===== config.mk =====
export PLATFORM = sky130hd
export DESIGN_NAME = seq_mult_core
export DESIGN_NICKNAME = d
export VERILOG_FILES = /design/src/rtl/seq_mult_pkg.sv /design/src/rtl/seq_mult_core.sv
export SDC_FILE = /design/constraint.sdc
export NUM_CORES = 1
export LEC_CHECK = 0
export CORE_MARGIN = 3
export CORE_UTILIZATION = 45
export CTS_CLUSTER_DIAMETER = 30
export CTS_CLUSTER_SIZE = 30
export DETAILED_ROUTE_END_ITERATION = 10
export GPL_TIMING_DRIVEN = 0
export PLACE_DENSITY = 0.62
export RECOVER_POWER = 100
export SLEW_MARGIN = 20
export SYNTH_ARGS = -nofsm -noshare
export SYNTH_HDL_FRONTEND = slang
export SYNTH_SLANG_ARGS = --single-unit

===== constraint.sdc =====
create_clock -name clk -period 4.4 [get_ports clk]
set_clock_uncertainty 0.05 [all_clocks]
set_input_delay 0.88 -clock clk [delete_from_list [all_inputs] [get_ports clk]]
set_output_delay 0.88 -clock clk [all_outputs]
set_load 0.1 [all_outputs]

===== src/rtl/seq_mult_pkg.sv =====
// Shared definitions for the sequential shift-add multiplier: FSM states,
// default width and operand magnitude conditioning.
package seq_mult_pkg;

  localparam int DEFAULT_WIDTH = 8;
  localparam int MAX_WIDTH     = 16;

  typedef enum logic [1:0] {
    IDLE = 2'd0,
    RUN  = 2'd1,
    DONE = 2'd2
  } state_e;

  // value arrives already extended to MAX_WIDTH (sign-extended when is_signed);
  // truncating the result to the operand width yields 2^(W-1) for the most negative input.
  function automatic logic [MAX_WIDTH-1:0] abs_val(input logic [MAX_WIDTH-1:0] value,
                                                   input logic                 is_signed);
    return (is_signed && value[MAX_WIDTH-1]) ? (~value + MAX_WIDTH'(1)) : value;
  endfunction

endpackage


===== src/rtl/seq_mult_core.sv =====
// Sequential shift-add multiplier: one multiplier bit per clock, unsigned or
// two's-complement operands, valid/ready handshakes on both sides.
module seq_mult_core
  import seq_mult_pkg::*;
#(
  parameter int WIDTH = DEFAULT_WIDTH
) (
  input  logic               clk,
  input  logic               rst_n,
  input  logic               clear,
  input  logic               in_valid,
  output logic               in_ready,
  input  logic [WIDTH-1:0]   a,
  input  logic [WIDTH-1:0]   b,
  input  logic               signed_mode,
  output logic               out_valid,
  input  logic               out_ready,
  output logic [2*WIDTH-1:0] product,
  output logic               busy
);

  localparam int CW = $clog2(WIDTH) + 1;
  localparam int PW = 2 * WIDTH;
  localparam logic [CW-1:0] LAST_BIT = CW'(WIDTH - 1);

  state_e          state;
  logic [WIDTH-1:0] mcand;
  logic [WIDTH-1:0] mplier;
  logic             neg;
  logic [PW-1:0]    acc;
  logic [PW-1:0]    product_q;
  logic [CW-1:0]    cnt;

  logic [WIDTH-1:0] a_mag;
  logic [WIDTH-1:0] b_mag;
  logic [PW-1:0]    acc_next;

  // NOTE: every signal written here gets a value on every path, so no latch is inferred.
  always_comb begin
    a_mag    = WIDTH'(abs_val(signed_mode ? MAX_WIDTH'($signed(a)) : MAX_WIDTH'(a), signed_mode));
    b_mag    = WIDTH'(abs_val(signed_mode ? MAX_WIDTH'($signed(b)) : MAX_WIDTH'(b), signed_mode));
    acc_next = acc + (mplier[0] ? (PW'(mcand) << cnt) : '0);
  end

  // NOTE: state registers use non-blocking assignment so every update sees pre-edge values.
  always_ff @(posedge clk or negedge rst_n) begin
    if (!rst_n) begin
      state     <= IDLE;
      mcand     <= '0;
      mplier    <= '0;
      neg       <= 1'b0;
      acc       <= '0;
      cnt       <= '0;
      product_q <= '0;
    end else if (clear) begin
      // Abort keeps the last delivered product visible.
      state <= IDLE;
      acc   <= '0;
      cnt   <= '0;
    end else begin
      case (state)
        IDLE: begin
          if (in_valid) begin
            mcand  <= a_mag;
            mplier <= b_mag;
            neg    <= signed_mode & (a[WIDTH-1] ^ b[WIDTH-1]);
            acc    <= '0;
            cnt    <= '0;
            state  <= RUN;
          end
        end
        RUN: begin
          acc    <= acc_next;
          mplier <= mplier >> 1;
          cnt    <= cnt + CW'(1);
          if (cnt == LAST_BIT) begin
            product_q <= neg ? (~acc_next + PW'(1)) : acc_next;
            state     <= DONE;
          end
        end
        DONE: begin
          if (out_ready) state <= IDLE;
        end
        default: state <= IDLE;
      endcase
    end
  end

  assign in_ready  = (state == IDLE);
  assign busy      = (state == RUN);
  assign out_valid = (state == DONE);
  assign product   = product_q;

endmodule


# Word level (Yosys, flattened, before mapping)
# Index checks and enable logic that the tools add are counted.
# W data, S select, Z words.
# classes
bitwise,6
n_shift,1
mux,19
eq_ne,7
addsub,5
n_reduce_logical,10
# ops
op,n
$mux W16,6
$pmux W16 S2,1
$mux W8,3
$add A16 B1 Y16 const B,1
$add A16 B16 Y16,1
$add A8 B1 Y8 const B,2
$not A16 Y16,1
$not A8 Y8,2
$pmux W8 S2,1
$shl A8 B4 Y16,1
$reduce_and A3 Y1,4
$mux W2,4
$mux W4,2
$pmux W4 S2,1
$ne A3 B2 Y1 const B,2
$pmux W2 S3,1
$add A4 B1 Y4 const B,1
$eq A4 B3 Y1 const B,1
$ne A3 B3 Y1 const B,1
$reduce_bool A3 Y1,1
$eq A2 B1 Y1 const B,1
$eq A2 B2 Y1 const B,1
$logic_and A1 B1 Y1,2
$logic_not A2 Y1,1
other kinds (6),6
# totals
in_bits,22
wordCells,55
regBits,55
output_inout_bits,19

# Longest topological paths before layout
# Gate-level depths: netlist (run 1).
# depth
ltp_word,6
ltp_mapped,18
mapped_depth_nobuf,16

# Least setup slack after synthesis (run 1)
# No wires, ideal clock.
# synth_timing
path_kind,register to register
startpoint,register cnt[0]
endpoint,"register product_q[15], in the netlist product[15]"
path_buffers,3
synth_period_minus_slack_ns,3.985
stages_incl_launch_ff,18
setup_slack_ns,0.415
t_arrival_ns,3.806
setup_ns,0.129
t_required_ns,4.221
path_cell_list,dfrtp_1 > clkbuf_1 > clkbuf_1 > mux2_2 > mux2_2 > nand2_1 > o21ai_0 > nor2b_1 > ha_1 > buf_2 > a21o_1 > a2111oi_1 > a211oi_2 > nor4_2 > nand4_2 > o41ai_2 > xnor2_1 > o21ai_1
# synth_via
elab_chain_cells,6
elab_cells_between_ends,8
cone_classes,add/sub: 2; eq/ne: 1; shift: 1; mux: 2; bitwise: 1; reduce/logical: 1
# synth_lines
item,line,source
start: declaration,seq_mult_core.sv:32,logic [CW-1:0] cnt;
start signal: assignment,seq_mult_core.sv:75,cnt <= cnt + CW'(1);
$shl A8 B4 Y16,seq_mult_core.sv:42,acc_next = acc + (mplier[0] ? (PW'(mcand) << cnt) : '0);
$mux W16,seq_mult_core.sv:42,
$add A16 B16 Y16,seq_mult_core.sv:42,
$not A16 Y16,seq_mult_core.sv:77,product_q <= neg ? (~acc_next + PW'(1)) : acc_next;
$add A16 B1 Y16,seq_mult_core.sv:77,
$mux W16,seq_mult_core.sv:77,
end signal: assignment,seq_mult_core.sv:77,
end: declaration,seq_mult_core.sv:31,logic [PW-1:0] product_q;
# Parallel ways exist; a longest one is shown, timed or not.
# A chain may end at the register's enable or synchronous reset.

# Worst setup path in the final report (run 1)
# Ends and elaborated chain as after synthesis.

==> metrics.md, run 1 <==
| Metric | Value |
|---|---|
| WHS Endpoint | `product[9]$_DFFE_PN0P_` |
| Routed length per instance | `roughly 15 um` |
| Cell row count | `34` |
| VDD IR max | `between 100 and 150 uV` |
| GRT Util Overall | `18.85%` |
| Mapped Cells | `477` |
| Worst reg-to-reg setup slack | `0.28 ns` |
| P per Cell Area | `296.5 nW/um2` |
| Ports | `41` |
| Critical path's top delay family | `compound AO/OA/AOI/OAI gates` |
| Critical path launch point type | `flip-flop` |
| Initial antenna violation count | `0` |
| Synthesized cell area | `between 4000 and 5000 um2` |
| Arr. time, crit path | `about 4.3 ns` |
| Worst Max-Slew Pin Slew | `2.889 ns` |
| Chip Width | `101.0 um` |
| MaxCap Viol Count | `2` |
| Cell variety after synth | `62` |
| Status | `finished with violations` |
| CP startpoint | `cnt[0]$_DFFE_PN0P_` |
| CTS tree | `yes` |
| Area Overhead vs Synth | `15.41%` |
| Drc violations | `0` |
| Hold Path Class | `flip-flop to flip-flop` |
| Synth area leaders | `dfrtp_1 (34%), ha_1 (5.9%), o21ai_0 (5.1%)` |
| Internal | `872.0 uW` |
| Worst r2r dst | `product[15]$_DFFE_PN0P_` |
| Worst-skew pair later-pin latency | `about 0.31 ns` |
| R2R Path Start | `cnt[0]$_DFFE_PN0P_` |
| Seq/Total Area, Yosys | `33.90%` |
| #FFs+latches synth | `55` |
| Critical Path, Cell by Cell | `clkbuf_4 -> mux2_1 -> nor2_1 -> a21oi_1 -> nand2_1 -> o21ai_0 -> nor2b_1 -> ha_1 -> a21o_1 -> a221o_2 -> a21oi_2 -> o221ai_2 -> o21bai_1 -> o41ai_2 -> xnor2_1 -> o21ai_1` |
| TritonCTS buffer count | `5` |
| Final-report setup violation count | `0` |
| Psw | `about 520 uW` |
| RSZ-0062 raised after global routing | `no` |
| Max incr delay on CP | `~0.46 ns` |
| Core Box Area | `8763 um2` |
| Final Cell Area | `around 4700 um2` |
| Die Height | `101.0 um` |
| Area leader, netlist | `dfrtp_1` |
| Crit path time final | `4.120 ns` |
| Sw Share | `37.23%` |
| Hpwl dp | `7382 um` |
| Number of synthesized flops with an enable pin | `0` |
| F_max | `0.2427 GHz` |
| Combinational group share of total power | `37.6%` |
| First-pass GRT wire length | `15680 um` |
| Buf+Inv Stages, Crit Path | `1` |
| Worst Setup End Kind | `flip-flop` |
| Max_slew headroom | `-92.63%` |
| HP Start | `product[9]$_DFFE_PN0P_` |
| Grt ovf | `0` |
| Post-synth top flop | `dfrtp_1` |
| Hold depth | `2` |
| Synth Area per Inst | `8.512 um2` |
| Vias per inst | `about 5.5` |
| DR iter-0 viols | `138` |
| Final Cycle Share | `93.63%` |
| N_diodes | `0` |
| Via count | `3487` |
| Largest net degree at the start of global routing | `56` |
| DRT antenna net count | `0` |
| Root Buffer | `clkbuf_8` |
| Failing checks | `max-capacitance violations, max-slew violations` |
| Count of final max-slew check failures | `67` |
| Clock sink count | `55` |
| Wirelength, routed | `about 9000 um` |
| Setup Buffers After CTS | `0` |
| Util after Layout | `a little over half` |
| Max FO, Critical Path | `10` |
| Clk pin slew, worst setup/hold paths | `roughly 0.1 ns` |
| Vias in the first global route | `3313` |
| Kind of critical path | `flip-flop to flip-flop` |
| Die area | `approximately 10000 um2` |
| Port buffer count | `39` |
| YS warnings | `0` |
| Async set or reset register ratio after synthesis | `100.0%` |
| Gpl congestion | `0.8231` |
| CP max stage cell | `a221o_2` |
| Mapped Nets | `519` |
| Worst reg2reg path depth | `16` |
| Hold Violations, Final | `0` |
| Total Nets Final | `564` |
| H-tree lvl count | `2` |
| Clock share of power | `20.2%` |
| Layout cells sized above 1 | `8.413%` |
| Bufs on Longest Clock Path | `2` |
| Pleak | `2.037 nW` |
| CP required | `4.53 ns` |
| Share of the synthesized area in the top cell type | `33.90%` |
| DR pass1 iterations | `4` |
| DP Area | `4583 um2` |
| Seq pwr share | `42.2%` |
| Effective utilization at floorplan | `46.33%` |
-- layout make-up --
cell class | count | area (um2)
Fill cell | 885 | 4078
Multi-Input combinational cell | 384 | 2557
Sequential cell | 55 | 1378
Timing Repair Buffer | 39 | 384.1
Tap cell | 108 | 135.1
Buffer | 22 | 90.09
Clock buffer | 6 | 72.57
Inverter | 15 | 56.30
Clock inverter | 2 | 12.51
-- cell families (layout without fill, tap and decap cells) --
| family | after synthesis | after routing | synth area share (%) |
|---|---|---|---|
| xor gates and xnor gates | 30 | 30 | 6.656 |
| muxes | 20 | 20 | 5.301 |
| and+or+nand+nor | 168 | 168 | 20.49 |
| buffers and inverters | 38 | 84 | 3.575 |
| AOI/OAI and AO/OA | 146 | 146 | 23.73 |
| adders and majority gates | 20 | 20 | 6.348 |
| DFF | 55 | 55 | 33.90 |
-- sequential cells by signal, indices dropped and copies added (netlist names) --
| signal | count |
|---|---|
| neg | 1 |
| cnt | 4 |
| product | 16 |
| state | 2 |
| mplier | 8 |
| acc | 16 |
| mcand | 8 |
-- layout by cell type, fill, tap and decap left out, types with 10 or more instances in the layout --
cell | Yosys | layout
a21oi_1 | 34 | 34
nor2_1 | 42 | 42
nand2_1 | 52 | 52
ha_1 | 19 | 19
inv_1 | 15 | 15
clkbuf_1 | 21 | 20
dfrtp_1 | 55 | 54
o21ai_0 | 41 | 45
xnor2_1 | 13 | 13
a22o_1 | 10 | 10
dlygate4sd3_1 | 0 | 21
xor2_1 | 16 | 16
nand3_1 | 20 | 20
mux2_2 | 12 | 10
clkdlybuf4s50_1 | 0 | 17
-- power by group through the flow --
stage / Clock (mW) / Sequential, mW / Combinational [mW]
after floorplan: 0 / 0.583 / 0.403
after global placement: 0 / 0.593 / 0.521
after detailed placement: 0 / 0.594 / 0.527
after CTS: 0.288 / 0.584 / 0.529
after global routing: 0.310 / 0.594 / 0.587
final: 0.281 / 0.586 / 0.523
-- synthesized netlist by cell type, types with 4 or more instances --
cell type  instances
o22ai_1            4
o21ai_1            9
and2_1             7
a21o_1             7
nor2b_1            9
ha_1              19
a31oi_1            6
nor3_1             8
nand2b_1           6
xnor2_1           13
or3_1              5
nor2_1            42
dfrtp_1           55
nand2_1           52
xor2_1            16
a21oi_1           34
inv_1             15
clkbuf_1          21
nand3_1           20
mux2_2            12
a22o_1            10
mux2i_1            8
o31ai_1            4
o21ai_0           41
-- what timing repair did --
| action | CTS | global route |
|---|---|---|
| hold buffers | 0 | 0 |
| endpoints found under the hold margin | 0 | 0 |
| setup endpoints to repair | 4 | 8 |
| gates resized for setup | 1 | 10 |
-- layer usage --
metal | up-vias | share of wire (%) | GRT usage, %
li1 | 1813 | - | -
met1 | 1597 | 48 | 25.19
met2 | 71 | 47 | 32.61
met3 | 6 | 3.9 | 2.422
met4 | 0 | 0.71 | 4.090
met5 | - | 0 | 0
-- worst min-delay path, stage by stage (launching register included) --
cell,delay [ns]
dfrtp_1,0.35
nand2_1,0.04
o21ai_0,0.06
-- through the flow --
stage	cells	setup WS, ns	setup TNS (ns)	total power [mW]	hold WS, ns
finish	631	0.2803	0	1.389	0.4266
floorplan	477	0.4153	0	0.9865	0.4002
CTS	632	0.02206	0	1.401	0.4416
detailed placement	624	-0.09186	-0.1971	1.120	0.4201
global placement	624	-0.07823	-0.1180	1.114	0.4120
global route	631	0.01704	0	1.491	0.4565
-- worst max-delay path by stage --
| stage | to | slack (ns) | depth (start not counted) |
|---|---|---|---|
| 2_1_floorplan | product[15]$_DFFE_PN0P_ | 0.42 | 17 |
| 3_3_place_gp | product[14]$_DFFE_PN0P_ | -0.08 | 17 |
| 3_5_place_dp | product[14]$_DFFE_PN0P_ | -0.09 | 17 |
| 4_1_cts | product[14]$_DFFE_PN0P_ | 0.02 | 17 |
| 5_1_grt | product[13]$_DFFE_PN0P_ | 0.02 | 17 |
| 6_report | product[15]$_DFFE_PN0P_ | 0.28 | 16 |
Note: power is estimated with default switching activity, not from simulation.
==> run 2, diff against run 1 <==
--- a/config.mk
+++ b/config.mk
@@ -5,10 +5,10 @@
 export SDC_FILE = /design/constraint.sdc
 export NUM_CORES = 1
 export LEC_CHECK = 0
+export CORE_ASPECT_RATIO = 1.25
 export CORE_MARGIN = 3
 export CORE_UTILIZATION = 45
-export CTS_CLUSTER_DIAMETER = 30
-export CTS_CLUSTER_SIZE = 30
+export CTS_CLUSTER_SIZE = 28
 export DETAILED_ROUTE_END_ITERATION = 10
 export GPL_TIMING_DRIVEN = 0
 export PLACE_DENSITY = 0.62
==> run 2 against run 1 <==
Net effect: the flow still finishes with violations (max-capacitance violations, max-slew violations); critical path depth unchanged; wire length up 3.8%; sequential power is essentially flat; die area hardly changed; core utilization is 0.61 points higher; hold slack better by 0.0031 ns; clock power is 42% higher; via count rose by 3.4%; fmax increased by 0.44%; largest cell class unchanged; largest power group unchanged.
==> metrics.md, run 2 (synthesis gave the netlist of run 1 again) <==
| Metric | Value |
|---|---|
| Status | `finished with violations` |
| Failing checks | `max-capacitance violations, max-slew violations` |
| Die Height | `112.2 um` |
| Via count | `3607` |
| P per Cell Area | `319.6 nW/um2` |
| VDD IR max | `140.5 uV` |
| Ports | `41` |
| Critical path depth in cells | `16` |
| Layout cells sized above 1 | `between 8 and 9%` |
| Pleak | `around 2.1 nW` |
| Hpwl dp | `7472 um` |
| Hold slack | `approximately 0.43 ns` |
| Max_slew headroom | `-94.73%` |
| Register area | `between 1000 and 1500 um2` |
| Layout filler cell count | `880` |
| Final Cycle Share | `slightly above 90%` |
| DR iter-0 viols | `between 200 and 250` |
| Buf+Inv Stages, Crit Path | `1` |
| Total Nets Final | `563` |
| Root Buffer | `clkbuf_8` |
| GRT Util Overall | `between 15 and 20%` |
| DR pass1 iterations | `4` |
| Fin cells | `642` |
| CTS tree | `yes` |
| Worst-skew pair later-pin latency | `0.32 ns` |
| Max incr delay on CP | `approximately 0.46 ns` |
| First-pass GRT wire length | `between 15000 and 20000 um` |
| Hold Violations, Final | `0` |
| Worst Max-Slew Pin Slew | `roughly 3 ns` |
| Arr. time, crit path | `approximately 4.3 ns` |
| Effective utilization at floorplan | `around 46%` |
| Kind of critical path | `flip-flop to flip-flop` |
| Hold Path Class | `flip-flop to flip-flop` |
| Initial antenna violation count | `0` |
| Max FO, Critical Path | `10` |
| Critical Path, Cell by Cell | `clkbuf_4 -> mux2_2 -> nor2_1 -> a21oi_1 -> nand2_1 -> o21ai_0 -> nor2b_1 -> ha_1 -> a21o_1 -> a221o_2 -> a21oi_2 -> o221ai_2 -> o21bai_1 -> o41ai_2 -> xnor2_1 -> o21ai_0` |
| Crit path top cell by count | `o21ai_0` |
| Count of final max-slew check failures | `67` |
| RSZ-0062 raised after global routing | `no` |
| Grt ovf | `0` |
| Crit path time final | `4.102 ns` |
| Die area | `10210 um2` |
| Worst Setup End Kind | `flip-flop` |
| Bufs on Longest Clock Path | `2` |
| Gpl congestion | `0.8456` |
| Critical path launch point type | `flip-flop` |
| Vias per inst | `5.618` |
| Commonest non-fill, non-tap cells in the layout | `dfrtp_1 (54), nand2_1 (52), o21ai_0 (45)` |
| Clock sink count | `55` |
| H-tree lvl count | `2` |
| TritonCTS buffer count | `5` |
| Largest net degree at the start of global routing | `56` |
| Hold depth | `2` |
| F_max | `0.2438 GHz` |
| CP max stage cell | `a221o_2` |
| Cell row count | `38` |
| MaxCap Viol Count | `2` |
| Worst reg2reg path depth | `16` |
| Final-report setup violation count | `0` |
| Most common cell after layout, fill and taps aside | `dfrtp_1` |
| Drc violations | `0` |
| Multi-input gate area | `2542 um2` |
| Vias in the first global route | `3574` |
| DRT antenna net count | `0` |
| Critical path's top delay family | `compound AO/OA/AOI/OAI gates` |
| Inst Count DP | `636` |
| Port buffer count | `39` |
| CP required | `about 4.6 ns` |
| Chip Width | `90.96 um` |
| Core Box Area | `8748 um2` |
| Area Overhead vs Synth | `16.52%` |
| Routed length per instance | `14.97 um` |
| Wirelength, routed | `9613 um` |
| Clk pin slew, worst setup/hold paths | `0.10 ns` |
| N_diodes | `0` |
-- run 2: final timing paths --
kind / startpoint / endpoint / slack (ns)
max: cnt[0]$_DFFE_PN0P_ / product[15]$_DFFE_PN0P_ / 0.30
min: product[2]$_DFFE_PN0P_ / product[2]$_DFFE_PN0P_ / 0.43
max reg2reg: cnt[0]$_DFFE_PN0P_ / product[15]$_DFFE_PN0P_ / 0.30
min reg2reg: product[2]$_DFFE_PN0P_ / product[2]$_DFFE_PN0P_ / 0.43
max in group asynchronous: rst_n / cnt[0]$_DFFE_PN0P_ / 0.99
min in group asynchronous: rst_n / product[7]$_DFFE_PN0P_ / 1.45
-- run 2: layout make-up --
cell class | count | share of cell area, %
Inverter | 15 | 1.190
Sequential cell | 55 | 29.12
Tap cell | 120 | 3.174
Clock inverter | 2 | 1.270
Clock buffer | 6 | 1.534
Buffer | 21 | 1.851
Multi-Input combinational cell | 384 | 53.74
Timing Repair Buffer | 39 | 8.120
-- run 2: power breakdown --
part	internal, mW	switching (mW)
Combinational	0.210	0.316
Sequential	0.550	0.0359
Clock	0.228	0.173
Total	0.988	0.525
-- run 2: worst reg2reg max path, stage by stage (launching register included) --
cell,delay (ns)
dfrtp_2,0.45
clkbuf_4,0.23
mux2_2,0.36
nor2_1,0.09
a21oi_1,0.07
nand2_1,0.09
o21ai_0,0.10
nor2b_1,0.17
ha_1,0.32
a21o_1,0.27
a221o_2,0.46
a21oi_2,0.24
o221ai_2,0.18
o21bai_1,0.31
o41ai_2,0.39
xnor2_1,0.15
o21ai_0,0.08
-- run 2: repair_timing --
action | CTS | global route
pin swaps | 0 | 0
endpoints found under the setup margin | 4 | 8
hold buffers | 0 | 0
setup buffers | 0 | 0
gates resized for setup | 2 | 9
endpoints found under the hold margin | 0 | 0
-- run 2: per-layer routing --
layer  share of wire (%)  GRT usage, %  vias to the layer above
met4                 2.5         6.640                        0
met2                  50         35.17                       84
met3                 3.9         2.949                       21
li1                    -             -                     1820
met1                  44         24.96                     1682
met5                   0             0                        -
-- run 2: through the flow --
step | instance area, um2 | util (%) | setup TNS, ns | power, mW | setup slack, ns
finish | 4731 | 54.08 | 0 | 1.512 | 0.2984
global route | 4731 | 54.08 | 0 | 1.626 | 0.03915
CTS | 4737 | 54.15 | 0 | 1.530 | 0.05914
detailed placement | 4598 | 52.56 | -0.3026 | 1.119 | -0.1206
global placement | 4601 | 52.59 | -0.1200 | 1.113 | -0.08332
floorplan | 4060 | - | 0 | 0.9865 | 0.4153
